==> config.mk <==
export PLATFORM = sky130hd
export DESIGN_NAME = i2c_gpio_master
export DESIGN_NICKNAME = d
export VERILOG_FILES = /design/src/rtl/i2c_pkg.sv /design/src/rtl/i2c_quarter_tick.sv /design/src/rtl/i2c_gpio_master.sv
export SDC_FILE = /design/constraint.sdc
export NUM_CORES = 1
export LEC_CHECK = 0
export CAP_MARGIN = 15
export CORE_MARGIN = 1.5
export CORE_UTILIZATION = 50
export CTS_CLUSTER_DIAMETER = 200
export DETAILED_ROUTE_END_ITERATION = 6
export GPL_TIMING_DRIVEN = 1
export HOLD_SLACK_MARGIN = 0.1
export PLACE_DENSITY_LB_ADDON = 0.05
export SLEW_MARGIN = 20
export SYNTH_ARGS = -nofsm -noshare
export SYNTH_HDL_FRONTEND = slang
export SYNTH_SLANG_ARGS = --single-unit
==> constraint.sdc <==
create_clock -name sclk -period 2.4 [get_ports sclk]
set_input_delay 0.72 -clock sclk [delete_from_list [all_inputs] [get_ports sclk]]
set_output_delay 0.72 -clock sclk [all_outputs]
set_load 0.02 [all_outputs]
==> src/rtl/i2c_pkg.sv <==
`default_nettype none
// +----------------------------------------------------------------------+
// | Module : i2c_pkg                                                     |
// | Brief  : Shared types and helpers for the I2C port-expander master.  |
// | Rev    : 1.0  initial release                                        |
// +----------------------------------------------------------------------+
package i2c_pkg;

  typedef enum logic [3:0] {
    IDLE  = 4'd0,
    START = 4'd1,
    ADDR  = 4'd2,
    ACK1  = 4'd3,
    WDATA = 4'd4,
    RDATA = 4'd5,
    ACK2  = 4'd6,
    STOP  = 4'd7,
    DONE  = 4'd8
  } state_t;

  localparam logic [1:0] Q0 = 2'd0;
  localparam logic [1:0] Q1 = 2'd1;
  localparam logic [1:0] Q2 = 2'd2;
  localparam logic [1:0] Q3 = 2'd3;

  localparam int SLOTS_FULL      = 20;
  localparam int SLOTS_ADDR_NACK = 11;

  // Pad drive {scl_oe, sda_oe} for a given state, quarter and outgoing bit.
  function automatic logic [1:0] bus_drive(input state_t st, input logic [1:0] q,
                                           input logic tx_bit);
    logic scl_low;
    logic sda_low;
    scl_low = 1'b0;
    sda_low = 1'b0;
    case (st)
      START: sda_low = (q == Q2) || (q == Q3);
      ADDR, WDATA: begin
        scl_low = (q == Q0) || (q == Q1);
        sda_low = ~tx_bit;
      end
      ACK1, RDATA, ACK2: scl_low = (q == Q0) || (q == Q1);
      STOP: begin
        scl_low = (q == Q0) || (q == Q1);
        sda_low = (q != Q3);
      end
      default: begin
        scl_low = 1'b0;
        sda_low = 1'b0;
      end
    endcase
    return {scl_low, sda_low};
  endfunction

endpackage
`default_nettype wire

==> src/rtl/i2c_quarter_tick.sv <==
`default_nettype none
// +----------------------------------------------------------------------+
// | Module : i2c_quarter_tick                                            |
// | Brief  : CLK_DIV prescaler producing a quarter-period tick and the   |
// |          2-bit quarter index of the current bus slot.                |
// | Rev    : 1.0  initial release                                        |
// +----------------------------------------------------------------------+
module i2c_quarter_tick
  import i2c_pkg::*;
#(
  parameter int CLK_DIV = 4
) (
  input  logic       sclk,
  input  logic       reset,
  input  logic       en,
  input  logic       restart,
  output logic       qtick,
  output logic [1:0] quarter
);

  localparam int            CW      = (CLK_DIV > 1) ? $clog2(CLK_DIV) : 1;
  localparam logic [CW-1:0] CNT_MAX = CW'(CLK_DIV - 1);

  logic [CW-1:0] cnt_q, cnt_d;
  logic [1:0]    quarter_q, quarter_d;

  assign qtick   = en & ~restart & (cnt_q == CNT_MAX);
  assign quarter = quarter_q;

  // Count sclk cycles inside a quarter; restart wins over enable.
  always_comb begin
    cnt_d     = cnt_q;
    quarter_d = quarter_q;
    if (restart) begin
      cnt_d     = '0;
      quarter_d = Q0;
    end else if (en) begin
      if (cnt_q == CNT_MAX) begin
        cnt_d     = '0;
        quarter_d = quarter_q + 2'd1;
      end else begin
        cnt_d = cnt_q + 1'b1;
      end
    end
  end

  // Prescaler and quarter registers.
  always_ff @(posedge sclk or posedge reset) begin
    if (reset) begin
      cnt_q     <= '0;
      quarter_q <= Q0;
    end else begin
      cnt_q     <= cnt_d;
      quarter_q <= quarter_d;
    end
  end

endmodule
`default_nettype wire

==> src/rtl/i2c_gpio_master.sv <==
`default_nettype none
// +----------------------------------------------------------------------+
// | Module : i2c_gpio_master                                             |
// | Brief  : Single-byte I2C initiator for an 8-bit port expander:       |
// |          START, addr+R/W, ACK, data, ACK/NACK, STOP per command.     |
// | Rev    : 1.0  initial release                                        |
// +----------------------------------------------------------------------+
module i2c_gpio_master
  import i2c_pkg::*;
#(
  parameter logic [6:0] SLAVE_ADDR = 7'h00,
  parameter int         CLK_DIV    = 4
) (
  input  logic       sclk,
  input  logic       reset,
  input  logic       cmd_valid,
  output logic       cmd_ready,
  input  logic       cmd_read,
  input  logic [7:0] cmd_data,
  output logic       rsp_valid,
  output logic [7:0] rsp_data,
  output logic       rsp_nack,
  output logic       busy,
  output logic       scl_oe,
  output logic       sda_oe,
  input  logic       sda_in
);

  state_t     state_q, state_d;
  logic [2:0] bit_cnt_q, bit_cnt_d;
  logic [7:0] shreg_q, shreg_d;
  logic [7:0] data_q, data_d;
  logic [7:0] rd_q, rd_d;
  logic       read_q, read_d;
  logic       nack_q, nack_d;
  logic       scl_oe_q, scl_oe_d;
  logic       sda_oe_q, sda_oe_d;
  logic       rsp_valid_q, rsp_valid_d;
  logic [7:0] rsp_data_q, rsp_data_d;
  logic       rsp_nack_q, rsp_nack_d;
  logic       busy_q, busy_d;
  logic       cmd_ready_q, cmd_ready_d;

  logic       accept;
  logic       qtick;
  logic [1:0] quarter;
  logic [1:0] quarter_nxt;
  logic       slot_end;
  logic       sample;

  assign accept   = cmd_valid & cmd_ready_q;
  assign slot_end = qtick & (quarter == Q3);
  assign sample   = qtick & (quarter == Q2);

  i2c_quarter_tick #(
    .CLK_DIV (CLK_DIV)
  ) u_qtick (
    .sclk    (sclk),
    .reset   (reset),
    .en      (state_q != IDLE),
    .restart (accept),
    .qtick   (qtick),
    .quarter (quarter)
  );

  assign cmd_ready = cmd_ready_q;
  assign rsp_valid = rsp_valid_q;
  assign rsp_data  = rsp_data_q;
  assign rsp_nack  = rsp_nack_q;
  assign busy      = busy_q;
  assign scl_oe    = scl_oe_q;
  assign sda_oe    = sda_oe_q;

  // Next-state and datapath; pad drives are derived from the next state so
  // they register in step with the state itself.
  always_comb begin
    state_d     = state_q;
    bit_cnt_d   = bit_cnt_q;
    shreg_d     = shreg_q;
    data_d      = data_q;
    rd_d        = rd_q;
    read_d      = read_q;
    nack_d      = nack_q;
    rsp_valid_d = 1'b0;
    rsp_data_d  = rsp_data_q;
    rsp_nack_d  = rsp_nack_q;

    if (accept)      quarter_nxt = Q0;
    else if (qtick)  quarter_nxt = quarter + 2'd1;
    else             quarter_nxt = quarter;

    case (state_q)
      IDLE: begin
        if (accept) begin
          state_d   = START;
          shreg_d   = {SLAVE_ADDR, cmd_read};
          data_d    = cmd_data;
          read_d    = cmd_read;
          nack_d    = 1'b0;
          rd_d      = 8'h00;
          bit_cnt_d = 3'd0;
        end
      end
      START: if (slot_end) state_d = ADDR;
      ADDR, WDATA: begin
        if (slot_end) begin
          shreg_d   = {shreg_q[6:0], 1'b0};
          bit_cnt_d = bit_cnt_q + 3'd1;
          if (bit_cnt_q == 3'd7) state_d = (state_q == ADDR) ? ACK1 : ACK2;
        end
      end
      ACK1: begin
        if (sample) nack_d = sda_in;
        if (slot_end) begin
          shreg_d = data_q;
          if (nack_q)      state_d = STOP;
          else if (read_q) state_d = RDATA;
          else             state_d = WDATA;
        end
      end
      RDATA: begin
        if (sample) rd_d = {rd_q[6:0], sda_in};
        if (slot_end) begin
          bit_cnt_d = bit_cnt_q + 3'd1;
          if (bit_cnt_q == 3'd7) state_d = ACK2;
        end
      end
      ACK2: begin
        // On reads the master itself NACKs, so the line is not sampled.
        if (sample && !read_q) nack_d = sda_in;
        if (slot_end) state_d = STOP;
      end
      STOP: begin
        if (slot_end) begin
          state_d     = DONE;
          rsp_valid_d = 1'b1;
          rsp_data_d  = (read_q && !nack_q) ? rd_q : 8'h00;
          rsp_nack_d  = nack_q;
        end
      end
      DONE:    state_d = IDLE;
      default: state_d = IDLE;
    endcase

    {scl_oe_d, sda_oe_d} = bus_drive(state_d, quarter_nxt, shreg_d[7]);
    busy_d      = (state_d != IDLE);
    cmd_ready_d = (state_d == IDLE);
  end

  // Transaction FSM, datapath and registered outputs; reset releases the bus.
  always_ff @(posedge sclk or posedge reset) begin
    if (reset) begin
      state_q     <= IDLE;
      bit_cnt_q   <= 3'd0;
      shreg_q     <= 8'h00;
      data_q      <= 8'h00;
      rd_q        <= 8'h00;
      read_q      <= 1'b0;
      nack_q      <= 1'b0;
      scl_oe_q    <= 1'b0;
      sda_oe_q    <= 1'b0;
      rsp_valid_q <= 1'b0;
      rsp_data_q  <= 8'h00;
      rsp_nack_q  <= 1'b0;
      busy_q      <= 1'b0;
      cmd_ready_q <= 1'b1;
    end else begin
      state_q     <= state_d;
      bit_cnt_q   <= bit_cnt_d;
      shreg_q     <= shreg_d;
      data_q      <= data_d;
      rd_q        <= rd_d;
      read_q      <= read_d;
      nack_q      <= nack_d;
      scl_oe_q    <= scl_oe_d;
      sda_oe_q    <= sda_oe_d;
      rsp_valid_q <= rsp_valid_d;
      rsp_data_q  <= rsp_data_d;
      rsp_nack_q  <= rsp_nack_d;
      busy_q      <= busy_d;
      cmd_ready_q <= cmd_ready_d;
    end
  end

endmodule
`default_nettype wire

==> metrics, run 1 <==
Die Ht=~72 um; clock sinks=51; dpl cells=around 340; switching share of power=20.0%; layout cells sized above 1=between 10 and 15%; initial antenna violation count=0; Leak=roughly 1.5 nW; sequential share of the synthesized area=54.3%; drt wl/cell=14.5 um; hold_buf cts=0; Starting DRT DRC Count=between 200 and 250; Worst VDD drop=407 uV; global-route wire length before repair=9000 um; synth top area cells=dfrtp_1, nand2_1, nand3_1; post-route cell area=2950 um^2; Syn Nets=274; worst slew pin tran=just under 0.6 ns; Total Power=1.52 mW; via count=about 1,900; nets=318; Via-to-Cell Ratio=5.46; clk_skew=0.00679 ns; most frequent cells in the layout=nand2_1, dfrtp_1, clkdlybuf4s50_1, buf_4, nand3_1; Clk pwr share=40.8%; die width=71.6 um; final slew viol count=0; Post-Synthesis Cells=approximately 260; CTS H-tree lvls=2; Clock Latency Late Sink=around 0.30 ns; Startpoint Class=input pin; sequential fraction of design power=56.4%; Period minus WS final=2.37 ns; Yosys warnings=0; synthesized cell area=2350 um^2; pre-CTS setup slack=-0.414 ns; TritonRoute pass-1 iters=4; HP Class=flop to flop; synthesized flop and latch total=just over 50; grt ovf=0; Ant. Diodes=0; Comb power frac=2.8%; crit path DAT=2.57 ns; vias in the first global route=1,856; die area=5130 um^2; cell area after placement=around 2800 um^2; crit-path max FO=5; crit path setup slack, layout=about 0.027 ns; Cell Rows=24; Final Non-Filler Cells=353; number of flops mapped to enable cells by yosys=0; Critical Path RT=around 2.6 ns; RSZ-0062 raised after global routing=true; final setup fails=0; leading area contributor after synthesis=dfrtp_1; Final Hold Viols=0; WS Path Type=input pin to flop; top-area cell type share of the netlist area=53.1%; core area=~4400 um^2; All-Layer GR Usage=22.4%; syn avg cell area=roughly 9.2 um^2; CTS Buf Count=5; port bufs=26; IO Count=27; DP HPWL=3640 um; Clock transition at path regs=around 0.09 ns; Initial Util=53.0%; CTS tree=done; Unique masters post-synth=41; Area growth, synth to finish=25.4%; Residual DRC=0; max cap viols=0; asr flop ratio synth=between 90% and 100%; Worst setup EP type=flop; drt total wl=5140 um; Final ANT Viol Nets=0; Final GP Congestion=0.841; FILL cells=381; fmax=about 0.42 GHz; CTS max path bufs=2; sw power=0.305 mW; most common library cell in the layout ignoring fill and taps=nand2_1; Pwr per Cell Area=516 nW/um^2; Fin Setup TNS=0 ns; Internal=between 1 and 1.5 mW; Final period util=a little over nine tenths; status=finished clean; largest net degree at the start of global routing=30; top_reg_cell synth=dfrtp_1; slew margin rel.=60.8%; CTS Root Cell=clkbuf_8
==> cells by family (layout without fill, tap and decap cells) <==
| group | Yosys count | count (layout) | synth area share [%] |
|---|---|---|---|
| simple gates | 137 | 137 | 27.1 |
| flops | 51 | 51 | 54.3 |
| compound gates | 37 | 37 | 9.51 |
| buf+inv | 20 | 65 | 3.93 |
| fa+ha+maj | 5 | 5 | 2.66 |
| mux | 5 | 5 | 2.18 |
| xor+xnor | 1 | 1 | 0.372 |
==> sequential cells by signal, summed over array words and instances, names as in the netlist <==
name,cells
data_q,8
rd_q,8
rsp_data,8
shreg_q,8
state_q,4
bit_cnt_q,3
u_qtick.cnt_q,2
u_qtick.quarter,2
busy,1
cmd_ready,1
nack_q,1
read_q,1
rsp_nack,1
rsp_valid,1
scl_oe,1
sda_oe,1
==> layer usage <==
layer / GRT usage [%] / share of wire (%)
met1: 33.2 / 49
met2: 33.5 / 47
met3: 4.36 / 2.9
met4: 7.34 / 1.6
met5: 0 / 0
==> stage by stage <==
step | util [%] | hold slack (ns)
global placement | 62.9 | 0.452
detailed placement | 62.9 | 0.456
CTS | 65.7 | 0.477
global route | 66.4 | 0.500
finish | 66.4 | 0.469
floorplan | - | 0.438
==> power groups by stage <==
stage                     clock, mW  combinational [mW]  sequential (mW)
after floorplan                   0              0.0128            0.876
final                         0.621              0.0424            0.859
after global routing          0.666              0.0479            0.859
after CTS                     0.639              0.0439            0.859
after global placement            0              0.0432            0.876
after detailed placement          0              0.0437            0.876
==> final cells by class <==
| class | instances | area, um^2 | share of cell area (%) |
|---|---|---|---|
| multi-input combinational | 185 | 1020 | 34.4 |
| clock buffer | 6 | 82.6 | 2.80 |
| timing repair buffer | 49 | 445 | 15.1 |
| clock inverter | 2 | 35.0 | 1.19 |
| tap | 52 | 65.1 | 2.20 |
| inverter | 8 | 30.0 | 1.02 |
| sequential | 51 | 1280 | 43.3 |
==> worst max-delay path: stages <==
cell and delay [ns]:
clkdlybuf4s50_1 0.42, and2_4 0.19, nor3_4 0.22, mux2_4 0.33, or3_4 0.36, or3_4 0.33
==> final timing paths <==
kind                                                    from                      end  slack [ns]  cells after the start
max in group asynchronous                              reset      cmd_ready$_DFF_PP1_        1.21                      3
worst max register to register  u_qtick.cnt_q[0]$_DFFE_PP0N_           busy$_DFF_PP0_        0.23                      6
worst min register to register       rsp_data[7]$_DFFE_PP0P_  rsp_data[7]$_DFFE_PP0P_        0.47                      2
worst max-delay path                               cmd_valid           busy$_DFF_PP0_        0.03                      6
worst min-delay path                 rsp_data[7]$_DFFE_PP0P_  rsp_data[7]$_DFFE_PP0P_        0.47                      2
min in group asynchronous                              reset    data_q[5]$_DFFE_PP0P_        0.67                      2
==> timing repair <==
action / in CTS / in global routing
resized for setup: 1 / 7
setup endpoints to repair: 2 / 12
pin swaps: 1 / 2
buffers inserted: 0 / 1
hold endpoints to repair: 0 / 0
==> cell usage after synthesis (all sizes together) (2+ instances only) <==
library cell / n
and2: 3
a21oi: 6
o21ai: 16
nand3: 19
ha: 5
nor2b: 4
mux2i: 4
nor3: 9
clkbuf: 7
nand2b: 2
buf: 5
inv: 8
nor2: 7
nand2: 82
and3: 2
or3: 2
a22oi: 6
a31oi: 3
dfrtp: 50
(Power assumes the default switching activity.)
==> run 2: changes to the inputs <==
- GPL_TIMING_DRIVEN: 1 -> 0
==> run 2 against run 1 <==
  * Sequential cell count is the same
  * Utilization fell by 1.4 points
  * Critical path depth did not move
  * Sequential share of layout area increased by 0.94 points
  * Register-to-register slack worse by 0.06 ns
  * Die area is the same
  * Clock skew up 0.0081 ns
  * Critical path type is now flop to flop
  * Largest power group unchanged
==> metrics, run 2 (synthesis results as in run 1) <==
status=finished clean; Final period util=92.9%; DP HPWL=3370 um; max cap viols=0; Clock transition at path regs=about 0.10 ns; Worst VDD drop=350 uV; port bufs=26; CTS H-tree lvls=2; core area=between 4000 and 5000 um^2; dpl cells=335; Crit path top cell by count=nand2_1; Startpoint Class=flop; crit-path max FO=8; initial antenna violation count=0; Residual DRC=0; CTS Buf Count=5; Starting DRT DRC Count=between 100 and 150; Finished Core Util=65.0%; Pwr per Cell Area=523 nW/um^2; kind of cell adding the most delay to the critical path=compound AO/OA/AOI/OAI gates; RSZ-0062 raised after global routing=false; Clock Latency Late Sink=0.31 ns; grt ovf=0; CP max stage delay=0.92 ns; Ant. Diodes=0; CP bufs+invs=0; worst slew pin tran=0.966 ns; Cell Rows=24; crit path cell chain=o41ai_1 > or3b_2 > nor2_2 > nor2_4 > nand2_1 > nand2_1; die width=71.6 um; WS Path Type=flop to flop; CTS max path bufs=2; most common library cell in the layout ignoring fill and taps=nand2_1; Initial Util=53.0%; drt total wl=4870 um; slew margin rel.=34.8%; clk_skew=0.0149 ns; Leak=1.42 nW; Final Non-Filler Cells=345; hold_buf cts=0; die area=5130 um^2; nets=310; CTS tree=done; Worst Hold Slack=0.470 ns; Area growth, synth to finish=22.7%; IO Count=27; Critical Path RT=2.64 ns; Via-to-Cell Ratio=5.45; Final GP Congestion=0.843; via count=1,880; most frequent cells in the layout=nand2_1, dfrtp_1, clkdlybuf4s50_1, nand3_1, o21ai_0; CTS Root Cell=clkbuf_8; crit path DAT=around 2.5 ns; vias in the first global route=1,775; Final ANT Viol Nets=0; Final Hold Viols=0; clock sinks=between 50 and 60; drt wl/cell=14.1 um; final setup fails=0; HP Class=flop to flop; Worst setup EP type=flop; Period minus WS final=~2.2 ns; TritonRoute pass-1 iters=4; All-Layer GR Usage=20.4%; largest net degree at the start of global routing=31; layout cells sized above 1=between 10% and 20%; CP max stage cell=o41ai_1; fmax=0.448 GHz; global-route wire length before repair=roughly 8200 um; Die Ht=71.6 um; final slew viol count=0
run 2: cell count changes in the layout (fill, tap and decap cells not counted), sizes merged:
cell	change
buf	-15
clkdlybuf4s50	-1
dlymetal6s2s	+1
clkbuf	+7
run 2: where the power goes:
part           total (mW)  switching [mW]  internal, mW
Clock               0.612           0.274         0.337
Sequential          0.859               0         0.859
Combinational      0.0419          0.0203        0.0216
Total                1.51           0.295          1.22
run 2: worst paths after layout:
path	from	to	slack [ns]	depth (start not counted)
min in group asynchronous	reset	rsp_data[5]$_DFFE_PP0P_	0.82	2
hold reg to reg	rsp_data[3]$_DFFE_PP0P_	rsp_data[3]$_DFFE_PP0P_	0.47	2
setup reg to reg	state_q[0]$_DFF_PP0_	rd_q[3]$_DFFE_PP0P_	0.17	6
max in group asynchronous	reset	cmd_ready$_DFF_PP1_	0.97	3
setup / recovery	state_q[0]$_DFF_PP0_	rd_q[3]$_DFFE_PP0P_	0.17	6
hold / removal	rsp_data[3]$_DFFE_PP0P_	rsp_data[3]$_DFFE_PP0P_	0.47	2
run 2: final cells by class:
| type | count | area [um^2] |
|---|---|---|
| tap | 52 | 65.1 |
| clock inverter | 2 | 35.0 |
| fill | 366 | 1550 |
| timing repair buffer | 29 | 305 |
| inverter | 8 | 30.0 |
| multi-input combinational | 185 | 1030 |
| clock buffer | 6 | 82.6 |
| sequential | 51 | 1280 |
| buffer | 12 | 63.8 |
run 2: worst min-delay path, stage by stage, from the launching register on:
cell and delay (ns):
dfrtp_1 0.35, nand2_1 0.05, nand2_1 0.05
run 2: per-stage QoR:
step / power (mW) / worst slack, ns / setup TNS, ns / cell area (um^2)
2_1_floorplan: 0.888 / 0.0682 / 0 / 2350
3_5_place_dp: 0.919 / -0.558 / -11.52 / 2710
5_1_grt: 1.56 / 0.00231 / 0 / 2890
6_report: 1.51 / 0.170 / 0 / 2890
3_3_place_gp: 0.913 / -0.577 / -39.35 / 2680
4_1_cts: 1.53 / 0.0327 / 0 / 2870
run 2: per-layer routing:
metal | track usage (%) | wire (um) | part of all wire, %
met1 | 29.7 | 2340 | 48
met5 | 0 | 0 | 0
met3 | 3.80 | 200 | 4.1
met2 | 31.2 | 2270 | 46
met4 | 6.29 | 63 | 1.3
run 2: repair_timing:
item / CTS / global route
setup endpoints to repair: 12 / 13
pin swaps: 3 / 5
setup buffers: 1 / 1
gates cloned: 0 / 0
resized for setup: 10 / 3
==> run 3: changes to the inputs <==
- CAP_MARGIN: 15 -> 5
- clock period: 2.4 -> 2.6 ns (I/O delays scaled with it)
==> run 3 against run 2 <==
  * Final cell count fell by 0.58%
  * Clock skew fell by 0.0021 ns
  * Non-clock buffer count fell by 2
  * Sequential share of layout area rose by 0.41 points
  * Critical path depth rose by 2
  * Critical endpoint is now sda_oe$_DFF_PP0_
  * Largest cell class unchanged
  * Wire length fell by 2.0%
  * Count of clock-buffer cells in the layout did not move
==> metrics, run 3 (synthesis results as in run 1) <==
status=finished clean; final slew viol count=0; CTS H-tree lvls=2; All-Layer GR Usage=20.2%; final setup fails=0; drt wl/cell=around 14 um; cell area after placement=2710 um^2; Finished Core Util=64.4%; multi-input logic area=1020 um^2; IO Count=27; met2 GRT Util=30.5%; clock sinks=51; nets=308; Reg area=1280 um^2; met1 Resource Use GR=29.9%; Total Power=between 1 and 1.5 mW; crit path DAT=2.69 ns; Period minus WS final=between 2 and 2.5 ns; Startpoint Class=input pin; most frequent cells in the layout=nand2_1, dfrtp_1, clkdlybuf4s50_1, nand3_1, o21ai_0; die area=5130 um^2; GRT busiest layer=met2; Ant. Diodes=0; max cap viols=0; Worst VDD drop=between 300 and 400 uV; Residual DRC=0; WS Path Type=input pin to flop; Die Ht=71.6 um; crit-path max FO=9; initial antenna violation count=0; DP HPWL=roughly 3400 um; CTS Buf Count=5; Via-to-Cell Ratio=5.45; port bufs=26; Final period util=96.0%; fmax=0.400 GHz; Clock Latency Late Sink=between 0.3 and 0.4 ns; Final Non-Filler Cells=343; drt total wl=~4800 um; die width=71.6 um; TritonRoute pass-1 iters=4; largest net degree at the start of global routing=31; Pwr per Cell Area=~490 nW/um^2; Critical Path RT=2.79 ns; Area growth, synth to finish=21.6%; post-route cell area=approximately 2900 um^2; CTS max path bufs=2; Final ANT Viol Nets=0; FILL cells=373; HP Class=flop to flop; via count=around 1,900; Clock transition at path regs=0.10 ns; met3 Resource Use GR=3.80%; CTS tree=done; layout cells sized above 1=9.28%; grt ovf=0; Final Hold Viols=0; Worst setup EP type=flop; worst slew pin tran=0.980 ns; Initial Util=53.0%; Final GP Congestion=0.843; dpl cells=335; Starting DRT DRC Count=135; CTS Root Cell=clkbuf_8; global-route wire length before repair=~8200 um; Cell Rows=24; slew margin rel.=33.8%; Leak=1.40 nW; core area=4440 um^2; hold_buf cts=0; clk_skew=around 0.013 ns; RSZ-0062 raised after global routing=false; most common library cell in the layout ignoring fill and taps=nand2_1; vias in the first global route=1,752
==> run 3: changes by cell type in the layout (fill, tap and decap cells not counted), sizes merged <==
cell	before	now
buf	8	6
clkdlybuf4s50	25	26
dlymetal6s2s	1	0
==> run 3: timing repair <==
item                       in CTS  in global routing
buffers inserted                0                  0
gates resized for setup         3                  6
pin swaps                       0                  1
setup endpoints to repair      10                 11
==> run 3: final cells by class <==
type / instances / area share [%]
plain buffers: 12 / 2.23
well taps: 52 / 2.27
flip-flops and latches: 51 / 44.6
clock buffers: 6 / 2.88
repair buffers: 27 / 10.0
clock inverters: 2 / 1.22
multi-input cells: 185 / 35.7
inverters: 8 / 1.05
==> run 3: power breakdown <==
part | switching (mW) | internal [mW]
Clock | 0.256 | 0.312
Combinational | 0.0187 | 0.0201
Sequential | 0 | 0.792
==> run 3: per-stage QoR <==
stage / setup slack [ns] / hold WS, ns / TNS, ns
3_3_place_gp: -0.437 / 0.453 / -26.29
4_1_cts: 0.00930 / 0.476 / 0
6_report: 0.103 / 0.470 / 0
2_1_floorplan: 0.208 / 0.438 / 0
5_1_grt: 0.0113 / 0.501 / 0
3_5_place_dp: -0.418 / 0.455 / -6.02
==> run 3: critical path, cell delays in order <==
cell and delay (ns):
clkdlybuf4s50_1 0.41, and2_1 0.22, or4_1 0.53, buf_6 0.16
nor3_4 0.19, or3_4 0.17, a2bb2oi_1 0.14, mux2i_1 0.08
==> run 3: worst paths after layout <==
check / slack, ns / startpoint / depth (start not counted) / to
setup / recovery: 0.10 / cmd_valid / 8 / sda_oe$_DFF_PP0_
min in group asynchronous: 0.88 / reset / 2 / rsp_data[7]$_DFFE_PP0P_
hold / removal: 0.47 / rsp_data[3]$_DFFE_PP0P_ / 2 / rsp_data[3]$_DFFE_PP0P_
max in group asynchronous: 1.10 / reset / 3 / cmd_ready$_DFF_PP1_
setup reg to reg: 0.35 / state_q[2]$_DFF_PP0_ / 7 / rd_q[2]$_DFFE_PP0P_
hold reg to reg: 0.47 / rsp_data[3]$_DFFE_PP0P_ / 2 / rsp_data[3]$_DFFE_PP0P_
==> run 3: metal layers <==
layer  wire length, um  share of wire [%]  up-vias
met4                63                1.3        0
met3               200                4.2        7
met1              2360                 49      894
met2              2150                 45       37
li1                  -                  -      933
met5                 0                  0        -
